**config.mk**
```make
export PLATFORM = sky130hd
export DESIGN_NAME = sap1_prog_loader
export DESIGN_NICKNAME = d
export VERILOG_FILES = /design/src/rtl/sap1_prog_loader.sv
export SDC_FILE = /design/constraint.sdc
export NUM_CORES = 1
export LEC_CHECK = 0
export ABC_CLOCK_PERIOD_IN_PS = 2850
export CAP_MARGIN = 25
export CORE_MARGIN = 10
export CORE_UTILIZATION = 55
export CTS_BUF_LIST = sky130_fd_sc_hd__clkbuf_16
export CTS_CLUSTER_DIAMETER = 50
export CTS_CLUSTER_SIZE = 12
export DETAILED_ROUTE_END_ITERATION = 8
export GPL_TIMING_DRIVEN = 0
export PLACE_DENSITY_LB_ADDON = 0.12
export REMOVE_ABC_BUFFERS = 1
export SLEW_MARGIN = 20
export SYNTH_ARGS = -nofsm -noshare
export SYNTH_HDL_FRONTEND = slang
export SYNTH_SLANG_ARGS = --single-unit
```
**constraint.sdc**
```tcl
create_clock -name clk -period 2.85 [get_ports clk]
set_clock_uncertainty 0.1 [all_clocks]
set_input_delay 0.285 -clock clk [delete_from_list [all_inputs] [get_ports clk]]
set_output_delay 0.285 -clock clk [all_outputs]
set_load 0.03 [all_outputs]
```
**src/rtl/sap1_prog_loader.sv**
```systemverilog
// Program SRAM loader for the SAP-1: fills the 16x8 array from a valid/ready byte stream, pads the tail with all-ones,
// and holds the CPU in reset until the image is complete. Define SAP1_LOADER_CKSUM_EN to require a trailing checksum byte.
module sap1_prog_loader #(
    parameter int ADDR_W   = 4,
    parameter int DATA_W   = 8,
    parameter int LOAD_LEN = 16
) (
    input  logic              clk,
    input  logic              rst,
    input  logic              load_start,
    input  logic              in_valid,
    input  logic [DATA_W-1:0] in_data,
    output logic              in_ready,
    input  logic [ADDR_W-1:0] cpu_addr,
    input  logic              cpu_ce_n,
    output logic [DATA_W-1:0] cpu_data,
    output logic              cpu_rst,
    output logic              busy,
    output logic              done,
    output logic              err
);
    localparam int DEPTH = 1 << ADDR_W;
    localparam bit HAS_FILL = (LOAD_LEN < DEPTH);
    localparam logic [ADDR_W-1:0] LAST_PTR = ADDR_W'(LOAD_LEN - 1);
    localparam logic [ADDR_W-1:0] END_PTR  = ADDR_W'(DEPTH - 1);

    typedef enum logic [2:0] {
        S_IDLE,
        S_LOAD,
        S_FILL,
`ifdef SAP1_LOADER_CKSUM_EN
        S_CHECK,
        S_ERR,
`endif
        S_RUN
    } state_t;

    state_t            state, state_n;
    logic [ADDR_W-1:0] wr_ptr, wr_ptr_n;
    logic [DATA_W-1:0] sum, sum_n, sum_add;
    logic [DATA_W-1:0] mem [DEPTH];
    logic              mem_we;
    logic [DATA_W-1:0] mem_wdat;
    logic              hs;

    always_comb begin
        in_ready = (state == S_LOAD);
        busy     = (state == S_LOAD) || (state == S_FILL);
        done     = (state == S_RUN);
        cpu_rst  = (state != S_RUN);
        err      = 1'b0;
`ifdef SAP1_LOADER_CKSUM_EN
        in_ready = in_ready || (state == S_CHECK);
        err      = (state == S_ERR);
`endif
    end

    assign hs      = in_valid && in_ready;
    assign sum_add = sum + in_data;

    always_comb begin
        state_n  = state;
        wr_ptr_n = wr_ptr;
        sum_n    = sum;
        mem_we   = 1'b0;
        mem_wdat = in_data;
        case (state)
            S_LOAD: begin
                if (hs) begin
                    mem_we   = 1'b1;
                    wr_ptr_n = wr_ptr + 1'b1;
                    sum_n    = sum_add;
                    if (wr_ptr == LAST_PTR) begin
`ifdef SAP1_LOADER_CKSUM_EN
                        state_n = S_CHECK;
`else
                        state_n = HAS_FILL ? S_FILL : S_RUN;
`endif
                    end
                end
            end
`ifdef SAP1_LOADER_CKSUM_EN
            // wr_ptr already sits at the first fill location; the checksum byte is never stored
            S_CHECK: begin
                if (hs) begin
                    state_n = (sum_add == '0) ? (HAS_FILL ? S_FILL : S_RUN) : S_ERR;
                end
            end
`endif
            S_FILL: begin
                mem_we   = 1'b1;
                mem_wdat = '1;
                wr_ptr_n = wr_ptr + 1'b1;
                if (wr_ptr == END_PTR) begin
                    state_n = S_RUN;
                end
            end
            default: ;
        endcase
        // Restart wins over any pointer update from a byte accepted this cycle
        if (load_start) begin
            state_n  = S_LOAD;
            wr_ptr_n = '0;
            sum_n    = '0;
        end
    end

    always_ff @(posedge clk or posedge rst) begin
        if (rst) begin
            state  <= S_IDLE;
            wr_ptr <= '0;
            sum    <= '0;
        end else begin
            state  <= state_n;
            wr_ptr <= wr_ptr_n;
            sum    <= sum_n;
        end
    end

    // Array has no reset so a loaded image survives rst
    always_ff @(posedge clk) begin
        if (mem_we) begin
            mem[wr_ptr] <= mem_wdat;
        end
    end

    assign cpu_data = cpu_ce_n ? '0 : mem[cpu_addr];

endmodule

```
# After elaboration in Yosys (flattened, before gate mapping)
# Memories as Yosys holds them, arrays and structs flattened.
# Cells that the tools add are included.
[totals] out_inout_bits=13 mem_count=1 in_bits=17 mem_bits_rw=128 word_cells=27 register_bits=7
[op_classes] n_reduce_logical=4 n_eq_ne=6 mux=13 n_addsub=1
[memory_table] memory="mem" depth=16 width=8 read_ports=1 rd_clocked_by_memory_dff=0 write_ports=1 line_no="41" source="logic [DATA_W-1:0] mem [DEPTH];"
[ops] operator="2-to-1 mux 8 bit" n=2
[ops] operator="2-to-1 mux 3 bit" n=3
[ops] operator="2-to-1 mux 4 bit" n=2
[ops] operator="one-hot mux 4 bit (2 select lines)" n=1
[ops] operator="== test 3 x 2 -> 1 bit (second input constant)" n=2
[ops] operator="!= test 3 x 2 -> 1 bit (second input constant)" n=2
[ops] operator="one-hot mux 3 bit (2 select lines)" n=1
[ops] operator="adder 4 x 1 -> 4 bit (second input constant)" n=1
[ops] operator="== test 4 bit (second input constant)" n=1
[ops] operator="== test 3 x 1 -> 1 bit (second input constant)" n=1
[ops] operator="2-to-1 mux 1 bit" n=3
[ops] operator="nonzero test 3 bit" n=1
[ops] operator="one-hot mux 1 bit (2 select lines)" n=1
[ops] operator="AND reduction 2 bit" n=1
[ops] operator="logical AND 1 bit" n=1
[ops] operator="logical OR 1 bit" n=1

# Logic depth before layout (Yosys ltp)
# Gate-level depths: netlist of the first run.
[depth] ltp_word=6 mapped_depth=6 depth_no_buf=6

# Worst setup path after synthesis of the first run
# OpenSTA, ideal clock, no wires.
[synth_path] path_type="register to register" start="reg state[1]" end="mem mem[0][0], enable pin" t_arrival_ps=1825 slack_ps=541 period_less_slack_ps=2309 required_time_ps=2367 stages_incl_launch_ff=7 setup_ps=383 path_buffers=0 cell_sequence="dfrtp_1 inv_1 ha_1 a21oi_1 nor2_1 nand2_1 nor3_1"
[synth_between] elab_chain_len=6 word_cells_on_any_way=7 classes_between="eq/ne: 2; mux: 4; reduce/logical: 1"
[synth_rtl] element="from (decl)" line_no="38" source="state_t state, state_n;"
[synth_rtl] element="from (signal assigned)" line_no="114" source="state <= state_n;"
[synth_rtl] element="== test 3 x 1 -> 1 bit (*)" line_no="47" source="in_ready = (state == S_LOAD);"
[synth_rtl] element="via in_ready" line_no="13" source="output logic in_ready,"
[synth_rtl] element="logical AND 1 bit" line_no="58" source="assign hs = in_valid && in_ready;"
[synth_rtl] element="2-to-1 mux 1 bit" line_no="69" source="if (hs) begin"
[synth_rtl] element="one-hot mux 1 bit (2 select lines) (*)" line_no="67" source="case (state)"
[synth_rtl] element="2-to-1 mux 1 bit (*)" line_no="122" source="if (mem_we) begin"
[synth_rtl] element="2-to-1 mux 1 bit (implied by the code) (*)" line_no="123" source="mem[wr_ptr] <= mem_wdat;"
[synth_rtl] element="to (decl)" line_no="41"
# Mark *: on every way through the listed nets, which the timed path passes. The rest lies on a longest branch.

# Worst setup path in the final report of the first run
[layout_path] start="in cpu_addr[1]" end="out cpu_data[5]"
[layout_between] elab_chain_len=2
[layout_rtl] element="from (decl)" line_no="14" source="input logic [ADDR_W-1:0] cpu_addr,"
[layout_rtl] element="memory (16 x 8 bit)"
[layout_rtl] element="2-to-1 mux 8 bit" line_no="127" source="assign cpu_data = cpu_ce_n ? '0 : mem[cpu_addr];"
[layout_rtl] element="to (decl)" line_no="16" source="output logic [DATA_W-1:0] cpu_data,"
# No other way between the ends.

==> results, run 1 <==
- The number of buffers inserted by post-CTS setup repair is 0.
- Setup repair after global routing left no endpoint under its margin.
- The combined global-route utilization of all metal layers is 0.1569.
- The share of total power dissipated in combinational logic is 0.058.
- The starting density of the core is 0.5668.
- For the worst setup path, the data arrival time is 2.34 ns.
- For this run, the number of Yosys warnings is 0.
- Buffers inserted during clock tree synthesis total 17.
- The number of synthesized flops with an enable pin is 128.
- The largest single stage delay on the critical path is 0.70 ns.
- The synthesized area is 0.005540 mm².
- The first detailed-routing pass took 4 iterations.
- In the layout the commonest cells are sky130_fd_sc_hd__edfxtp_1 (128), sky130_fd_sc_hd__mux2i_1 (49), sky130_fd_sc_hd__clkdlybuf4s50_1 (23), sky130_fd_sc_hd__nor2_1 (21), sky130_fd_sc_hd__nand2_1 (19).
- The initialized floorplan defines 36 standard-cell rows.
- The number of antenna violations at the first check in global routing is 0.
- The setup path with the least slack is of type input port to output pin.
- Internal power comes to 3668 µW.
- The flow ran to the end, and the final reports show no timing, DRC or antenna violations.
- Detailed placement finished with a half-perimeter wire length of 6909 µm.
- Summed over all layers, the global routing overflow is 0.
- In this run the power spent charging and discharging nets is 999.8 µW.
- The relative max-transition margin is 0.4134.
- The slowest stage of the critical path belongs to the cell sky130_fd_sc_hd__clkdlybuf4s50_1.
- From bottom edge to top edge, the die measures 120.4 µm.
- The root buffer cell is sky130_fd_sc_hd__clkbuf_16.
- Prior to clock tree synthesis, the placed netlist has a worst setup slack of -0.6943 ns.
- The area growth from synthesis to final layout is 17.66%.
- After detailed routing, the number of vias per cell comes to 5.672.
- The share of total power dissipated in sequential elements is 0.470.
- Counting both buffers and inverters, the worst setup path holds a total of 2.
- On the critical path the largest part of the delay comes from buffers and inverters.
- STA puts the critical path data required time at 2.47 ns.
- The later-pin clock latency in the skew report is 0.41 ns.
- The time the final worst path needs with I/O delays and setup is 2.721 ns.
- The share of cells above drive strength 1 is 0.1488.
- The congestion estimate from routability-driven global placement came to 0.7551.
- The tree built by TritonCTS fans out to 134 sinks.
- The number of global-route vias before repair is 2963.
- For this run, the leading register cell type out of synthesis is sky130_fd_sc_hd__edfxtp_1.
- Of the total power, the clock network draws 0.472.
- The number of diodes is 0.
- The tool flagged a number of max-cap violations equal to 0.
- The die is 120.4 µm wide.
- The routed layout has 2927 vias.
- The filler cells instantiated in the layout total 700.
- The netlist uses 36 different library cells.
- The leakage power total is 0.002341 µW.
- The number of I/O port buffers is 28.
- The longest clock path from root to sink contains 2 buffers.
- The CTS tree is yes.
- The number of H-tree branching levels is 4.
- STA classifies the critical path endpoint as an output pin.
- Of the total power, the share spent switching nets is 0.2142.
- The number of register bits inferred by synthesis is 134.
- For this run, the register share of the synthesized area comes to 0.7209.
- Across the VDD grid, the largest voltage drop is 0.4200 mV.
- After clock tree synthesis, the clock-pin slew on the worst setup and hold paths is 0.06 ns.
- The total area inside the core boundary comes to 0.009774 mm².
- The maximum net fanout on the critical path is 13.
- The first global-routing pass estimated 16970 µm of wire.
- The fmax is 367.4 MHz.
- The detail route stage leaves a number of antenna-violating nets equal to 0.
- The worst setup path is launched from an input port.
- The number of instances in the synthesized netlist is 337.
- The number of max-slew violations in the final report was 0.
- 30 I/O pins were placed.
- The final-report hold violation count is 0.
- After synthesis, the share of flip-flops with an asynchronous set or reset is 0.04478.
- The largest net degree at the start of global routing is 29.
- The synthesized area divided by synthesized cell count is 16.44 µm².
- The detailed router finished its first iteration with 259 violations.
- Final hold analysis gives a worst-case slack of 0.4548 ns.
- The final layout contains 394 nets.
- The total routed wirelength is 10910 µm.
- Traced cell by cell, the critical path runs through clkdlybuf4s15_2 -> and2_1 -> a22oi_1 -> nand2_1 -> o22ai_1 -> clkdlybuf4s50_1.
- The setup slack after layout is 0.1285 ns.
- In this run the worst hold path is classified as flop to flop.
- Setup violations remaining at the end of the flow were counted as 0.
- The most common cell after layout, fill and taps aside is sky130_fd_sc_hd__edfxtp_1.
- After routing, the total negative slack on setup checks comes to 0 ns.
- The measured slew at the worst slew-check pin is 0.8766 ns.
- Of the available clock period, the critical path in the final layout requires 0.9549.
- The die covers 0.01449 mm².
- The routed length per instance is 21.14 µm.
- For this design the ratio of total power to cell area is 716.0 mW/mm².
- The number of remaining DRC errors is 0.
- The total power is 4667 µW.
[synth_stat cells (2+ instances only)]
library cell / n / share of area
sky130_fd_sc_hd__edfxtp_1: 128 / 0.69
sky130_fd_sc_hd__mux2i_1: 49 / 0.089
sky130_fd_sc_hd__nor2_1: 21 / 0.014
sky130_fd_sc_hd__nand2_1: 19 / 0.013
sky130_fd_sc_hd__a22oi_1: 18 / 0.024
sky130_fd_sc_hd__inv_1: 8 / 0.0054
sky130_fd_sc_hd__or2_2: 8 / 0.0090
sky130_fd_sc_hd__ha_1: 7 / 0.016
sky130_fd_sc_hd__nand3_1: 7 / 0.0063
sky130_fd_sc_hd__nor2b_1: 7 / 0.0079
sky130_fd_sc_hd__dfrtp_1: 6 / 0.027
sky130_fd_sc_hd__buf_6: 5 / 0.010
sky130_fd_sc_hd__clkbuf_1: 5 / 0.0034
sky130_fd_sc_hd__mux4_2: 5 / 0.020
sky130_fd_sc_hd__a211oi_1: 4 / 0.0054
sky130_fd_sc_hd__a221oi_1: 4 / 0.0063
sky130_fd_sc_hd__nor3_1: 4 / 0.0036
sky130_fd_sc_hd__o21ai_1: 4 / 0.0036
sky130_fd_sc_hd__o22ai_1: 4 / 0.0045
sky130_fd_sc_hd__a21oi_1: 3 / 0.0027
sky130_fd_sc_hd__nand2b_1: 3 / 0.0034
sky130_fd_sc_hd__buf_4: 2 / 0.0027
sky130_fd_sc_hd__nand4_1: 2 / 0.0023
sky130_fd_sc_hd__xor2_1: 2 / 0.0032
[sequential cells by signal, summed over array words and instances, names as in the netlist]
signal / cells
mem: 128
state: 2
wr_ptr: 4
[stage by stage]
step | utilization | instance area (µm²) | std cells
floorplan | - | 5406 | 321
global placement | 0.5988 | 5853 | 482
detailed placement | 0.6022 | 5886 | 483
CTS | 0.6656 | 6506 | 516
global route | 0.6669 | 6519 | 516
finish | 0.6669 | 6519 | 516
[cell type report]
class,instances,area (µm²),area share
Clock inverter,15,178.9,0.02745
Multi-Input combinational cell,179,1413,0.2167
Tap cell,133,166.4,0.02553
Timing Repair Buffer,30,311.5,0.04779
Sequential cell,134,3994,0.6127
Inverter,8,30.03,0.004607
Clock buffer,17,425.4,0.06526
[worst min-delay path: stages (launching register included)]
cell	delay [ns]
sky130_fd_sc_hd__dfrtp_1	0.40
sky130_fd_sc_hd__nor2_1	0.07
sky130_fd_sc_hd__nand2_1	0.06
[worst paths after layout]
kind | start | end | slack, ns | cells after the start
setup / recovery | cpu_addr[1] | cpu_data[5] | 0.13 | 6
hold / removal | state[0] | state[0] | 0.45 | 2
setup reg to reg | state[0] | mem[8][5] | 0.36 | 6
hold reg to reg | state[0] | state[0] | 0.45 | 2
max in group asynchronous | rst | wr_ptr[2] | 1.91 | 3
min in group asynchronous | rst | state[0] | 0.54 | 3
[per-layer routing]
layer | wire, µm | GRT usage
met5 | 0 | 0
met3 | 769 | 0.04793
met2 | 5382 | 0.2517
met1 | 4566 | 0.1937
met4 | 189 | 0.06637
[power by group through the flow]
stage               Combinational, µW  Clock, µW  Sequential (µW)
floorplan                         145          0             2230
global placement                  271          0             2230
detailed placement                269          0             2230
CTS                               273       2220             2190
global route                      295       2310             2200
finish                            271       2200             2190
[kinds of logic (layout without fill, tap and decap cells)]
family / Yosys count / after routing / share of synthesized area
AND/OR/NAND/NOR: 74 / 74 / 0.06436
multiplexers: 56 / 56 / 0.1156
other: 1 / 1 / 0.0006769
flip-flops: 134 / 134 / 0.7209
adder cells (fa/ha/maj): 7 / 7 / 0.01581
XOR/XNOR: 3 / 3 / 0.004743
buffers and inverters: 24 / 70 / 0.02958
AO/OA/AOI/OAI: 38 / 38 / 0.04833
[repair_timing]
action                     in CTS  in global routing
hold endpoints to repair        6                  0
gates cloned                    0                  0
hold buffers                    1                  0
gates resized for setup         5                  4
setup endpoints to repair       8                  7
No activity file was read; power rests on OpenSTA's default activity.
==> run 2: changes to the inputs <==
CTS_BUF_LIST = sky130_fd_sc_hd__clkbuf_2 sky130_fd_sc_hd__clkbuf_4 sky130_fd_sc_hd__clkbuf_8   (was sky130_fd_sc_hd__clkbuf_16)
==> run 2 against run 1 <==
Effect of this change: count of clock-buffer cells in the layout up 1; total power decreased by 13%; core utilization is 1.9 points lower; flip-flop and latch count stayed put; critical path type unchanged; critical path depth unchanged; setup slack worse by 0.026 ns; highest routed layer unchanged; register-to-register slack improved by 0.05 ns.
==> results, run 2 (same netlist as run 1, synthesis figures left out) <==
- The global placement routability congestion is 0.7551.
- The number of buffers inserted by post-CTS setup repair is 0.
- Pin placement for this block handled 30 I/O pins.
- In the final design database the tool counted 394 nets.
- The cell with the largest stage delay on the worst path is sky130_fd_sc_hd__clkdlybuf4s50_1.
- The count of cells in the finished layout, fillers not included, comes to 516.
- The family of cells with the greatest summed delay on the critical path is buffers and inverters.
- The critical path goes through clkdlybuf4s15_2 -> and2_1 -> a22oi_1 -> nand2_1 -> o22ai_1 -> clkdlybuf4s50_1.
- The maximum net fanout on the critical path is 13.
- The clock passes through at most 2 buffers.
- Counting cells, the worst reg-to-reg path comes to 6.
- The floorplan step defined a die boundary enclosing 0.01449 mm².
- Counting buffers and inverters, the worst setup path is 6 cells deep.
- The area growth from synthesis to layout is 14.27%.
- The critical path is of the input port to output pin type.
- The final-report hold violation count was 0.
- Setup violations remaining at the end of the flow were counted as 0.
- Clock-pin slew was measured on the worst setup and hold paths at 0.08 ns.
- The floorplan core area is 0.009774 mm².
- The largest net degree at the start of global routing is 29.
- In the finished design, the share of the clock period the worst path needs comes to 0.9640.
- The register with the most flip-flops in the layout has 128 of them.
- The register with the most flip-flops is mem.
- The die is 120.4 µm wide.
- The number of rows created at floorplan is 36.
- In this run the critical register-to-register path is captured at mem[6][1].
- Counting tap cells, the placed design contains a total of 483 instances.
- In the layout the commonest cells are sky130_fd_sc_hd__edfxtp_1 (128), sky130_fd_sc_hd__mux2i_1 (49), sky130_fd_sc_hd__clkdlybuf4s50_1 (23), sky130_fd_sc_hd__nor2_1 (21), sky130_fd_sc_hd__nand2_1 (19).
- The library cell used most frequently in the layout, excluding fill and tap cells, is sky130_fd_sc_hd__edfxtp_1.
- The count of max-cap constraint violations is 0.
- Derived from the worst setup path, the maximum achievable clock frequency is 364.0 MHz.
- The run finished with clean final reports.
- For this design the static power due to leakage is 0.002253 µW.
- The worst setup path endpoint is cpu_data[7].
- The combined global-route utilization of all metal layers is 0.1520.
- In the final layout, the registers with the most flip-flops are mem (128), wr_ptr (4), state (2).
- The CTS tree is yes.
- For the finished layout, the period the worst path requires is 2.747 ns.
- CTS built an H-tree with a depth of 4.
- The number of antenna violations at the first check in global routing is 0.
- Once detailed placement completed, the half-perimeter wirelength came to 6909 µm.
- The repair_antennas step left the layout with diodes totalling 0.
- The clock sink count is 134.
- The worst min-delay path class is input port to flop.
- During placement, the flow inserted port buffers numbering 28.
- The relative max-transition margin is 0.4276.
- The setup slack of the most critical reg-to-reg path is 0.41 ns.
- The worst register-to-register path begins at state[0].
- The number of global-route vias before repair is 2929.
- Setup repair after global routing left no endpoint under its margin.
- Summed over all layers, the routed wires come to 10720 µm.
- For the worst-skew pair, the clock arrives at the later sink with an insertion delay of 0.41 ns.
- The critical path required time is 2.47 ns.
- The number of remaining DRC errors is 0.
- In the final layout, the share of cells above drive strength 1 is 0.1514.
- The largest single stage delay on the critical path is 0.71 ns.
- The routed length per instance is 20.77 µm.
- In this run the power density over the cells is 644.4 mW/mm².
- The root buffer cell is sky130_fd_sc_hd__clkbuf_8.
- STA puts the critical path data arrival time at 2.36 ns.
- The number of max-slew violations in the final report is 0.
- Counting both buffers and inverters, the worst setup path holds a total of 2.
- The TritonCTS buffer count is 17.
- The number of vias per cell is 5.638.
- The first global-routing pass estimated 16730 µm of wire.
- The critical path capture point type is an output pin.
- The starting density of the core is 0.5668.
- The startpoint of the worst setup timing path is cpu_addr[1].
- At the pin with the least slew margin, the transition time is 0.8555 ns.
- For this run the aggregate overflow at the end of global routing stands at 0.
- The highest ir drop seen on vdd is 0.4550 mV.
- The startpoint type of the worst setup path is an input port.
- For this block, the initial DRC count from the detailed router was 262.
- The detailed router placed 2909 vias in this run.
- Before antenna repair, the detailed router went through 5 iterations.
- The detail route stage leaves a number of antenna-violating nets equal to 0.
- Measured along the y axis, the die boundary spans 120.4 µm.
- The fraction of the core area covered by cells at the end of the flow is 0.6477.
[run 2: changes by cell type in the layout (fill, tap and decap cells not counted)]
cell / before / now
sky130_fd_sc_hd__clkbuf_16: 17 / 0
sky130_fd_sc_hd__clkbuf_4: 1 / 2
sky130_fd_sc_hd__clkbuf_8: 0 / 17
sky130_fd_sc_hd__inv_1: 9 / 8
[run 2: worst register-to-register path, delay by kind of cell, from the launching register on]
| kind | cells | cell delay (ns) |
|---|---|---|
| flops | 1 | 0.42 |
| fa+ha+maj | 1 | 0.29 |
| buf+inv | 1 | 0.07 |
| compound gates | 1 | 0.07 |
| simple gates | 3 | 1.11 |
[run 2: power breakdown]
part	leakage, µW	total [µW]	switching (µW)	internal (µW)
Combinational	0.000816	270	168	102
Clock	0.000203	1620	735	884
Sequential	0.00123	2190	8.93	2180
[run 2: worst min path at each step]
stage | start | end | slack, ns | depth (start not counted)
CTS | load_start | state[1] | 0.43 | 2
global placement | rst | wr_ptr[0] | 0.42 | 2
finish | load_start | state[1] | 0.45 | 2
floorplan | rst | state[0] | -0.02 | 1
global route | load_start | state[1] | 0.46 | 2
detailed placement | rst | state[0] | 0.42 | 2
[run 2: layout make-up]
type | count | area, µm²
multi-input cells | 179 | 1413
well taps | 133 | 166.4
fillers | 718 | 3443
repair buffers | 30 | 311.5
clock inverters | 14 | 175.2
flip-flops and latches | 134 | 3994
clock buffers | 18 | 241.5
inverters | 8 | 30.03
[run 2: per-layer routing]
metal,wire (µm),global-route usage,vias up
met5,0,0,-
met4,70,0.04525,0
met3,564,0.04421,6
met1,4702,0.1966,1452
li1,-,-,1360
met2,5381,0.2438,91
[run 2: metrics by stage]
| stage | total power [µW] | instance area, µm² | hold WS, ns | worst slack [ns] | setup TNS, ns |
|---|---|---|---|---|---|
| floorplan | 2377 | 5406 | -0.02404 | 0.5412 | 0 |
| global placement | 2505 | 5853 | 0.4223 | -1.981 | -15.43 |
| detailed placement | 2504 | 5886 | 0.4248 | -0.6943 | -4.821 |
| CTS | 4104 | 6319 | 0.4336 | 0.07310 | 0 |
| global route | 4219 | 6331 | 0.4595 | 0.02567 | 0 |
| finish | 4080 | 6331 | 0.4543 | 0.1025 | 0 |
[run 2: repair_timing]
item | 4_1_cts | 5_1_grt
gates resized for setup | 5 | 4
endpoints found under the hold margin | 6 | 0
hold buffers | 1 | 0
setup endpoints to repair | 8 | 7
cloned | 0 | 0
